--- config.mk ---
export PLATFORM = sky130hd
export DESIGN_NAME = fpu_mul_pipe_flat
export DESIGN_NICKNAME = d
export VERILOG_FILES = /design/src/rtl/fpu_mul_pipe_if.sv /design/src/rtl/fpu_mul_pipe.sv /design/src/flat_wrapper.sv
export SDC_FILE = /design/constraint.sdc
export NUM_CORES = 2
export LEC_CHECK = 0
export ABC_CLOCK_PERIOD_IN_PS = 9500
export CAP_MARGIN = 20
export CORE_ASPECT_RATIO = 0.9
export CORE_MARGIN = 5
export CORE_UTILIZATION = 50
export DETAILED_ROUTE_END_ITERATION = 8
export GPL_TIMING_DRIVEN = 0
export PLACE_DENSITY = 0.68
export SLEW_MARGIN = 20
export SYNTH_ARGS = -nofsm -noshare
export SYNTH_HDL_FRONTEND = slang
export SYNTH_SLANG_ARGS = --single-unit
export TNS_END_PERCENT = 10
--- constraint.sdc ---
create_clock -name clk -period 9.5 [get_ports clk]
set_input_delay 1.9 -clock clk [delete_from_list [all_inputs] [get_ports clk]]
set_output_delay 1.9 -clock clk [all_outputs]
set_load 0.01 [all_outputs]
--- src/rtl/fpu_mul_pipe_if.sv ---
// rtl/fpu_mul_pipe_if.sv - operand/result handshake bundle for fpu_mul_pipe
interface fpu_mul_pipe_if #(
   parameter int EXP_W = 8,
   parameter int MAN_W = 23,
   parameter int TAG_W = 6
);
   localparam int W = 1 + EXP_W + MAN_W;

   logic             in_valid;
   logic             in_ready;
   logic [W-1:0]     in_a;
   logic [W-1:0]     in_b;
   logic [2:0]       in_rmode;
   logic [TAG_W-1:0] in_tag;
   logic             out_valid;
   logic             out_ready;
   logic [W-1:0]     out_res;
   logic [TAG_W-1:0] out_tag;
   logic [4:0]       out_flags;

   modport master (
      output in_valid, in_a, in_b, in_rmode, in_tag, out_ready,
      input  in_ready, out_valid, out_res, out_tag, out_flags
   );

   modport slave (
      input  in_valid, in_a, in_b, in_rmode, in_tag, out_ready,
      output in_ready, out_valid, out_res, out_tag, out_flags
   );
endinterface

--- src/rtl/fpu_mul_pipe.sv ---
// rtl/fpu_mul_pipe.sv - three-stage pipelined floating-point multiplier, flush-to-zero
// Stages: unpack/classify, mantissa multiply, normalise/round/pack. Whole pipe freezes on stall.
module fpu_mul_pipe #(
   parameter int EXP_W = 8,
   parameter int MAN_W = 23,
   parameter int TAG_W = 6
) (
   input logic           clk,
   input logic           rst,
   fpu_mul_pipe_if.slave bus
);
   localparam int W   = 1 + EXP_W + MAN_W;
   localparam int EW2 = EXP_W + 2;
   localparam int PW  = 2 * MAN_W + 2;
   localparam logic [EW2-1:0] BIAS    = {3'b000, {(EXP_W-1){1'b1}}};
   localparam logic [EW2-1:0] EXP_MAX = {2'b00, {EXP_W{1'b1}}};
   localparam logic [W-1:0]   QNAN    = {1'b0, {EXP_W{1'b1}}, 1'b1, {(MAN_W-1){1'b0}}};

   logic advance;
   assign advance      = ~(bus.out_valid & ~bus.out_ready);
   assign bus.in_ready = advance;

   logic             sa, sb, sign_ab;
   logic [EXP_W-1:0] ea, eb;
   logic [MAN_W-1:0] fa, fb;
   logic             a_zero, b_zero, a_inf, b_inf, a_nan, b_nan, a_snan, b_snan, a_den, b_den;

   assign {sa, ea, fa} = bus.in_a;
   assign {sb, eb, fb} = bus.in_b;
   assign sign_ab = sa ^ sb;
   // a zero exponent counts as zero whether or not the fraction is set
   assign a_zero  = (ea == '0);
   assign b_zero  = (eb == '0);
   assign a_den   = a_zero & (|fa);
   assign b_den   = b_zero & (|fb);
   assign a_nan   = (&ea) & (|fa);
   assign b_nan   = (&eb) & (|fb);
   assign a_inf   = (&ea) & ~(|fa);
   assign b_inf   = (&eb) & ~(|fb);
   assign a_snan  = a_nan & ~fa[MAN_W-1];
   assign b_snan  = b_nan & ~fb[MAN_W-1];

   logic         c_special, c_invalid;
   logic [W-1:0] c_spec_res;

   always_comb begin
      c_special  = 1'b1;
      c_invalid  = 1'b0;
      c_spec_res = '0;
      if (a_nan | b_nan) begin
         c_spec_res = QNAN;
         c_invalid  = a_snan | b_snan;
      end else if ((a_inf & b_zero) | (b_inf & a_zero)) begin
         c_spec_res = QNAN;
         c_invalid  = 1'b1;
      end else if (a_inf | b_inf) begin
         c_spec_res = {sign_ab, {EXP_W{1'b1}}, {MAN_W{1'b0}}};
      end else if (a_zero | b_zero) begin
         c_spec_res = {sign_ab, {(W-1){1'b0}}};
      end else begin
         c_special = 1'b0;
      end
   end

   logic             s1_valid, s1_sign, s1_special, s1_den, s1_inv;
   logic [EW2-1:0]   s1_exp;
   logic [MAN_W:0]   s1_ma, s1_mb;
   logic [W-1:0]     s1_spec_res;
   logic [2:0]       s1_rmode;
   logic [TAG_W-1:0] s1_tag;

   logic             s2_valid, s2_sign, s2_special, s2_den, s2_inv;
   logic [EW2-1:0]   s2_exp;
   logic [PW-1:0]    s2_prod;
   logic [W-1:0]     s2_spec_res;
   logic [2:0]       s2_rmode;
   logic [TAG_W-1:0] s2_tag;

   logic [W-1:0]     r_res;
   logic [4:0]       r_flags;

   always_ff @(posedge clk or negedge rst) begin
      if (!rst) begin
         s1_valid      <= 1'b0;
         s1_sign       <= 1'b0;
         s1_special    <= 1'b0;
         s1_den        <= 1'b0;
         s1_inv        <= 1'b0;
         s1_exp        <= '0;
         s1_ma         <= '0;
         s1_mb         <= '0;
         s1_spec_res   <= '0;
         s1_rmode      <= '0;
         s1_tag        <= '0;
         s2_valid      <= 1'b0;
         s2_sign       <= 1'b0;
         s2_special    <= 1'b0;
         s2_den        <= 1'b0;
         s2_inv        <= 1'b0;
         s2_exp        <= '0;
         s2_prod       <= '0;
         s2_spec_res   <= '0;
         s2_rmode      <= '0;
         s2_tag        <= '0;
         bus.out_valid <= 1'b0;
         bus.out_res   <= '0;
         bus.out_tag   <= '0;
         bus.out_flags <= '0;
      end else if (advance) begin
         s1_valid      <= bus.in_valid;
         s1_sign       <= sign_ab;
         s1_special    <= c_special;
         s1_den        <= a_den | b_den;
         s1_inv        <= c_invalid;
         s1_exp        <= {2'b00, ea} + {2'b00, eb} - BIAS;
         s1_ma         <= {1'b1, fa};
         s1_mb         <= {1'b1, fb};
         s1_spec_res   <= c_spec_res;
         s1_rmode      <= bus.in_rmode;
         s1_tag        <= bus.in_tag;
         s2_valid      <= s1_valid;
         s2_sign       <= s1_sign;
         s2_special    <= s1_special;
         s2_den        <= s1_den;
         s2_inv        <= s1_inv;
         s2_exp        <= s1_exp;
         s2_prod       <= s1_ma * s1_mb;
         s2_spec_res   <= s1_spec_res;
         s2_rmode      <= s1_rmode;
         s2_tag        <= s1_tag;
         bus.out_valid <= s2_valid;
         bus.out_res   <= s2_valid ? r_res   : '0;
         bus.out_tag   <= s2_valid ? s2_tag  : '0;
         bus.out_flags <= s2_valid ? r_flags : '0;
      end
   end

   logic [PW-1:0]    norm;
   logic [MAN_W:0]   mant;
   logic [MAN_W-1:0] frac;
   logic [EW2-1:0]   e1, e2;
   logic             guard, sticky, inc, carry, ovf_inf;

   always_comb begin
      norm    = s2_prod[PW-1] ? s2_prod : {s2_prod[PW-2:0], 1'b0};
      mant    = norm[PW-1:MAN_W+1];
      guard   = norm[MAN_W];
      sticky  = |norm[MAN_W-1:0];
      e1      = s2_exp + {{(EW2-1){1'b0}}, s2_prod[PW-1]};
      inc     = 1'b0;
      ovf_inf = 1'b1;
      case (s2_rmode)
         3'd0: begin inc = 1'b0;                        ovf_inf = 1'b0;     end
         3'd1: begin inc = guard;                       ovf_inf = 1'b1;     end
         3'd3: begin inc = ~s2_sign & (guard | sticky); ovf_inf = ~s2_sign; end
         3'd4: begin inc = s2_sign & (guard | sticky);  ovf_inf = s2_sign;  end
         default: begin inc = guard & (sticky | mant[0]); ovf_inf = 1'b1;   end
      endcase
      // all-ones mantissa plus one wraps the fraction to zero and bumps the exponent
      carry   = inc & (&mant);
      frac    = mant[MAN_W-1:0] + {{(MAN_W-1){1'b0}}, inc};
      e2      = e1 + {{(EW2-1){1'b0}}, carry};
      r_res   = {s2_sign, e2[EXP_W-1:0], frac};
      r_flags = {guard | sticky, 4'b0000};
      if (s2_special) begin
         r_res   = s2_spec_res;
         r_flags = {3'b000, s2_den, s2_inv};
      end else if (e1[EW2-1] | (e1 == '0)) begin
         r_res   = {s2_sign, {(W-1){1'b0}}};
         r_flags = 5'b11000;
      end else if (e2 >= EXP_MAX) begin
         r_res   = ovf_inf ? {s2_sign, {EXP_W{1'b1}}, {MAN_W{1'b0}}}
                           : {s2_sign, {(EXP_W-1){1'b1}}, 1'b0, {MAN_W{1'b1}}};
         r_flags = 5'b10100;
      end
   end
endmodule

--- src/flat_wrapper.sv ---
// flat-port wrapper written by rule: the top's interface ports become plain ports
module fpu_mul_pipe_flat 
#(
   parameter int EXP_W = 8,
   parameter int MAN_W = 23,
   parameter int TAG_W = 6
)
  (clk, rst, bus_in_valid, bus_in_a, bus_in_b, bus_in_rmode, bus_in_tag, bus_out_ready, bus_in_ready, bus_out_valid, bus_out_res, bus_out_tag, bus_out_flags);
  fpu_mul_pipe_if #(.EXP_W(EXP_W), .MAN_W(MAN_W), .TAG_W(TAG_W)) bus_i ();
  input logic clk;
  input logic rst;
  input wire logic [$bits(bus_i.in_valid)-1:0] bus_in_valid;
  input wire logic [$bits(bus_i.in_a)-1:0] bus_in_a;
  input wire logic [$bits(bus_i.in_b)-1:0] bus_in_b;
  input wire logic [$bits(bus_i.in_rmode)-1:0] bus_in_rmode;
  input wire logic [$bits(bus_i.in_tag)-1:0] bus_in_tag;
  input wire logic [$bits(bus_i.out_ready)-1:0] bus_out_ready;
  output wire logic [$bits(bus_i.in_ready)-1:0] bus_in_ready;
  output wire logic [$bits(bus_i.out_valid)-1:0] bus_out_valid;
  output wire logic [$bits(bus_i.out_res)-1:0] bus_out_res;
  output wire logic [$bits(bus_i.out_tag)-1:0] bus_out_tag;
  output wire logic [$bits(bus_i.out_flags)-1:0] bus_out_flags;
  assign bus_i.in_valid = bus_in_valid;
  assign bus_i.in_a = bus_in_a;
  assign bus_i.in_b = bus_in_b;
  assign bus_i.in_rmode = bus_in_rmode;
  assign bus_i.in_tag = bus_in_tag;
  assign bus_i.out_ready = bus_out_ready;
  assign bus_in_ready = bus_i.in_ready;
  assign bus_out_valid = bus_i.out_valid;
  assign bus_out_res = bus_i.out_res;
  assign bus_out_tag = bus_i.out_tag;
  assign bus_out_flags = bus_i.out_flags;
  fpu_mul_pipe #(.EXP_W(EXP_W), .MAN_W(MAN_W), .TAG_W(TAG_W)) u_core (.clk(clk), .rst(rst), .bus(bus_i));
endmodule
# Word level (Yosys, flattened, before mapping)
# Cells that the tools add are included.
# op_classes
n_mul	1
shift	0
mux	23
n_reduce_logical	10
n_eq_ne	3
order_cmp	1
div_mod_pow	0
add_sub_neg	5
bitwise	32
# op_table
cell	n
$mux W32	6
$reduce_or A23 Y1	3
$mux W31	2
$mul A24 B24 Y48	1
$mux W48	1
$mux W24	1
$reduce_and A24 Y1	1
$add A23 B1 Y23	1
$add A10 B1 Y10	2
$mux W5	4
$logic_not A8 Y1	2
$reduce_and A8 Y1	2
$and A1 B1 Y1	15
$ge A10 B8 Y1 const B	1
$logic_not A10 Y1	1
$sub A10 B7 Y10 const B	1
$add A8 B8 Y9	1
$or A1 B1 Y1	9
$not A1 Y1	7
$mux W1	6
$mux W6	1
$pmux W1 S4	1
$eq A3 B1 Y1 const B	1
$eq A3 B2 Y1 const B	1
4 further kinds	4
# totals
word_cells	100
mem_bits_rw	0
memories	0
reg_bits	252
rom_bits	0
latch_bits	0
input_bits	77
output_inout_bits	45

# Depth between registers and ports, before layout
# depth
depth_word	12
depth_mapped	26
mapped_depth_nobuf	24

# Worst setup path before layout
# OpenSTA, ideal clock, no wires.
# synth_timing
kind	register -> register
from	register u_core.s1_mb[3]
to	register u_core.s2_prod[46]
path_stages_with_launch	25
period_less_slack_ns	6.830
setup_time_ns	0.126
path_buffers	2
required_ns	9.374
arrival_ns	6.705
setup_slack_ns	2.670
cell_sequence	dfrtp_1 clkbuf_1 nand2_1 fa_1 inv_1 fa_1 inv_1 fa_1 inv_1 fa_1 inv_1 fa_1 inv_1 fa_1 fa_1 ha_1 clkbuf_1 nand2_1 or4_1 or3_1 a21oi_2 a211oi_1 nor4_1 o211a_1 a211oi_1
# synth_between
elab_chain_len	1
# synth_lines
element	line	rtl
start, declared	fpu_mul_pipe.sv:67	logic [MAN_W:0] s1_ma, s1_mb;
start signal, assigned	fpu_mul_pipe.sv:117	s1_mb <= {1'b1, fb};
$mul A24 B24 Y48	fpu_mul_pipe.sv:127	s2_prod <= s1_ma * s1_mb;
end signal, assigned	fpu_mul_pipe.sv:127	
end, declared	fpu_mul_pipe.sv:74	logic [PW-1:0] s2_prod;
# Every way passes these cells.
# A chain may end at the register's enable or synchronous reset.

# Worst setup path after layout
# layout_timing
from	register u_core.s1_ma[16]
to	register u_core.s2_prod[45]
# layout_between
elab_chain_len	1
# layout_lines
element	line	rtl
start, declared	fpu_mul_pipe.sv:67	
start signal, assigned	fpu_mul_pipe.sv:116	s1_ma <= {1'b1, fa};
$mul A24 B24 Y48	fpu_mul_pipe.sv:127	
# Every way passes these cells.

==> run metrics <==
worst min-delay path class=register to register; critical path's most frequent cell=fa_1; First DRT Iteration DRCs=2196; number of synthesized flops with an enable pin=0; Routed WL per cell=23.07 um; sequential-to-total area share from yosys stat=16.83%; layout cells sized above 1=1.868%; WP data required=9.88 ns; Port Buffers=121; critical path launch point type=register; Die W=262.6 um; Detailed Place HPWL=77.47 mm; Die ar.=0.06230 sq mm; site row count=83; max_cap viols=0; RSZ-0062 raised after global routing=no; setup bufs post-CTS=0; CTS Hold Buffers Added=0; Setup WS post-layout=0.6076 ns; crit-path max cell delay=0.93 ns; Fin Setup TNS=0 ns; Syn-to-layout area delta=9.760%; worst rel slew slack=20.21%; run status=finished clean; Setup crit end kind=register; io pins=122; Max H-tree Level=4; final period utilization=93.60%; Clock Sinks=193; WL final=96.79 mm; initial antenna violation count=5; pin count of the biggest net entering global routing=85; synthesis warning total=0; Syn Inst Count=3272; total CTS buffers=17; crit path DAT=9.27 ns; Die Y=237.3 um; cell family with most CP delay=adder cells; GR Overflow Total=0; Crit Path Class=register to register; DRC Markers=0; via count=23.77k; Slew Viols, Final=0; worst slew pin tran=1.197 ns; Async SR Flop Fraction=100.0%; Routed Antenna Nets=0; global-route wire length before repair=148.4 mm; final RePlAce weighted congestion=1.005; first-pass iteration count of the detailed router=6; min Tclk post-route=8.892 ns; GR Util All Layers=31.29%; Core Area=0.05691 sq mm; CP Cell Sequence=clkbuf_1 > nand2_1 > fa_1 > inv_1 > fa_1 > inv_1 > fa_1 > fa_1 > inv_1 > fa_1 > fa_1 > inv_1 > fa_1 > inv_1 > ha_1 > clkbuf_1 > a21oi_1 > o21ai_0 > a2111oi_0 > o211ai_1 > o21ai_1 > o21ai_1 > a41o_1 > nor3_1; CTS tree=done; final hold vios=0; clock input transition at the sequential cells of the worst setup and hold paths=0.08 ns; initial core utilization=50.44%; fmax=112.5 MHz; synthesized area=0.02870 sq mm; Max stage delay cell, worst path=a2111oi_0; HP Start=u_core.bus.out_tag[4]; R2R Path Start=u_core.s1_ma[16]; post-synthesis register bit count=193; vias in the first global route=24.62k; syn avg cell area=8.772 sq um; worst path bufs/invs=7; root buffer cell=clkbuf_16; Hold Slack=0.4713 ns; Setup WS pre-CTS=0.8835 ns; # nets final=4163; CP Launch Point=u_core.s1_ma[16]; Max FO, Critical Path=10; Setup violations, final=0; Vias per Instance=5.666; Synth Flop Type=dfrtp_1; post-synthesis cell type count=75; Synth Net Count=4021; post-cts resize count=0; clk buf depth=2; Setup Skew=0.02336 ns; Skew-Pair Late Insertion Delay=0.47 ns; Fillers=5408
-- layout make-up --
class	count	area [sq um]	area share, %
clock buffer	19	442.9	1.406
multi-input combinational	2354	21130	67.08
buffer	185	721.9	2.292
sequential	193	4830	15.33
clock inverter	13	115.1	0.3654
tap	765	957.2	3.038
inverter	540	2027	6.434
timing repair buffer	123	1271	4.035
antenna	3	7.507	0.02383
-- metal layers --
| metal | GRT usage, % | vias up | share of wire, % |
|---|---|---|---|
| met2 | 46.08 | 1178 | 42 |
| met5 | 0 | - | 0.011 |
| li1 | - | 10420 | - |
| met1 | 43.24 | 11910 | 41 |
| met4 | 13.36 | 2 | 5.3 |
| met3 | 9.625 | 258 | 12 |
-- synthesized netlist by cell type (all sizes together), types with 19 or more instances --
| cell type | n | area, sq um |
|---|---|---|
| buf | 21 | 106.4 |
| xnor2 | 49 | 429.2 |
| nand3 | 35 | 175.2 |
| mux2i | 19 | 193.9 |
| and2 | 296 | 1852 |
| nor4 | 28 | 175.2 |
| ha | 189 | 2365 |
| nand2 | 669 | 2511 |
| xor2 | 40 | 350.3 |
| nor3 | 20 | 122.6 |
| nor2 | 89 | 334.1 |
| clkbuf | 164 | 615.6 |
| a21o | 30 | 225.2 |
| nand4 | 28 | 175.2 |
| a21oi | 108 | 544.3 |
| fa | 483 | 9669 |
| inv | 539 | 2023 |
| dfrtp | 193 | 4830 |
| a221o | 22 | 220.2 |
| o21ai | 68 | 340.3 |
-- sequential cells by signal, summed over array words and instances, names as in the netlist, 10 cells and up --
name	cells
u_core.s2_prod	48
u_core.bus.out_res	32
u_core.s1_mb	24
u_core.s1_ma	23
u_core.s1_exp	10
u_core.s2_exp	10
-- through the flow --
| step | cell area, sq um | util [%] | std cells |
|---|---|---|---|
| 3_5_place_dp | 30940 | 54.36 | 4160 |
| 6_report | 31500 | 55.36 | 4195 |
| 2_1_floorplan | 28700 | - | 3272 |
| 4_1_cts | 31500 | 55.34 | 4192 |
| 3_3_place_gp | 30870 | 54.25 | 4158 |
| 5_1_grt | 31500 | 55.34 | 4192 |
-- path summary, 6_finish.rpt --
path / end / slack (ns) / cells past startpoint
setup / recovery: u_core.s2_prod[45] / 0.61 / 24
hold / removal: u_core.bus.out_tag[4] / 0.47 / 2
setup reg to reg: u_core.s2_prod[45] / 0.61 / 24
hold reg to reg: u_core.bus.out_tag[4] / 0.47 / 2
max in group asynchronous: u_core.s1_ma[12] / 7.34 / 2
min in group asynchronous: u_core.s2_exp[7] / 1.33 / 1
-- cells in the final DEF (no fill, tap or decap), types with 12 or more instances in the layout --
cell,synthesis,final
a211oi_1,12,12
a21o_1,30,30
a21oi_1,107,107
a221o_1,22,22
and2_1,295,295
and3_1,13,13
clkbuf_1,164,165
clkbuf_16,0,17
clkdlybuf4s50_1,0,120
dfrtp_1,193,193
fa_1,483,483
ha_1,189,189
inv_1,539,539
mux2i_1,18,18
nand2_1,669,669
nand2b_1,14,14
nand3_1,35,35
nand4_1,28,28
nor2_1,89,89
nor3_1,18,18
nor4_1,28,27
o21ai_0,65,65
xnor2_1,49,49
xor2_1,40,40
-- cells by family after synthesis --
logic type      share of synthesized area [%]
compound gates                          7.733
xor+xnor                                2.716
fa+ha+maj                               41.96
buf+inv                                 9.577
flops                                   16.83
mux                                    0.8718
simple gates                            20.31
-- worst register-to-register path, delay by kind of cell (launching register included) --
family                   cells  cell delay [ns]
adder cells (fa/ha/maj)      8             3.97
AO/OA/AOI/OAI                7             2.52
buffers and inverters        7             1.31
flip-flops                   1             0.68
AND/OR/NAND/NOR              2             0.34
Power is left out: the tool's default activity adds up to more than one toggle a clock period on the data nets, which glitch-free logic cannot reach.
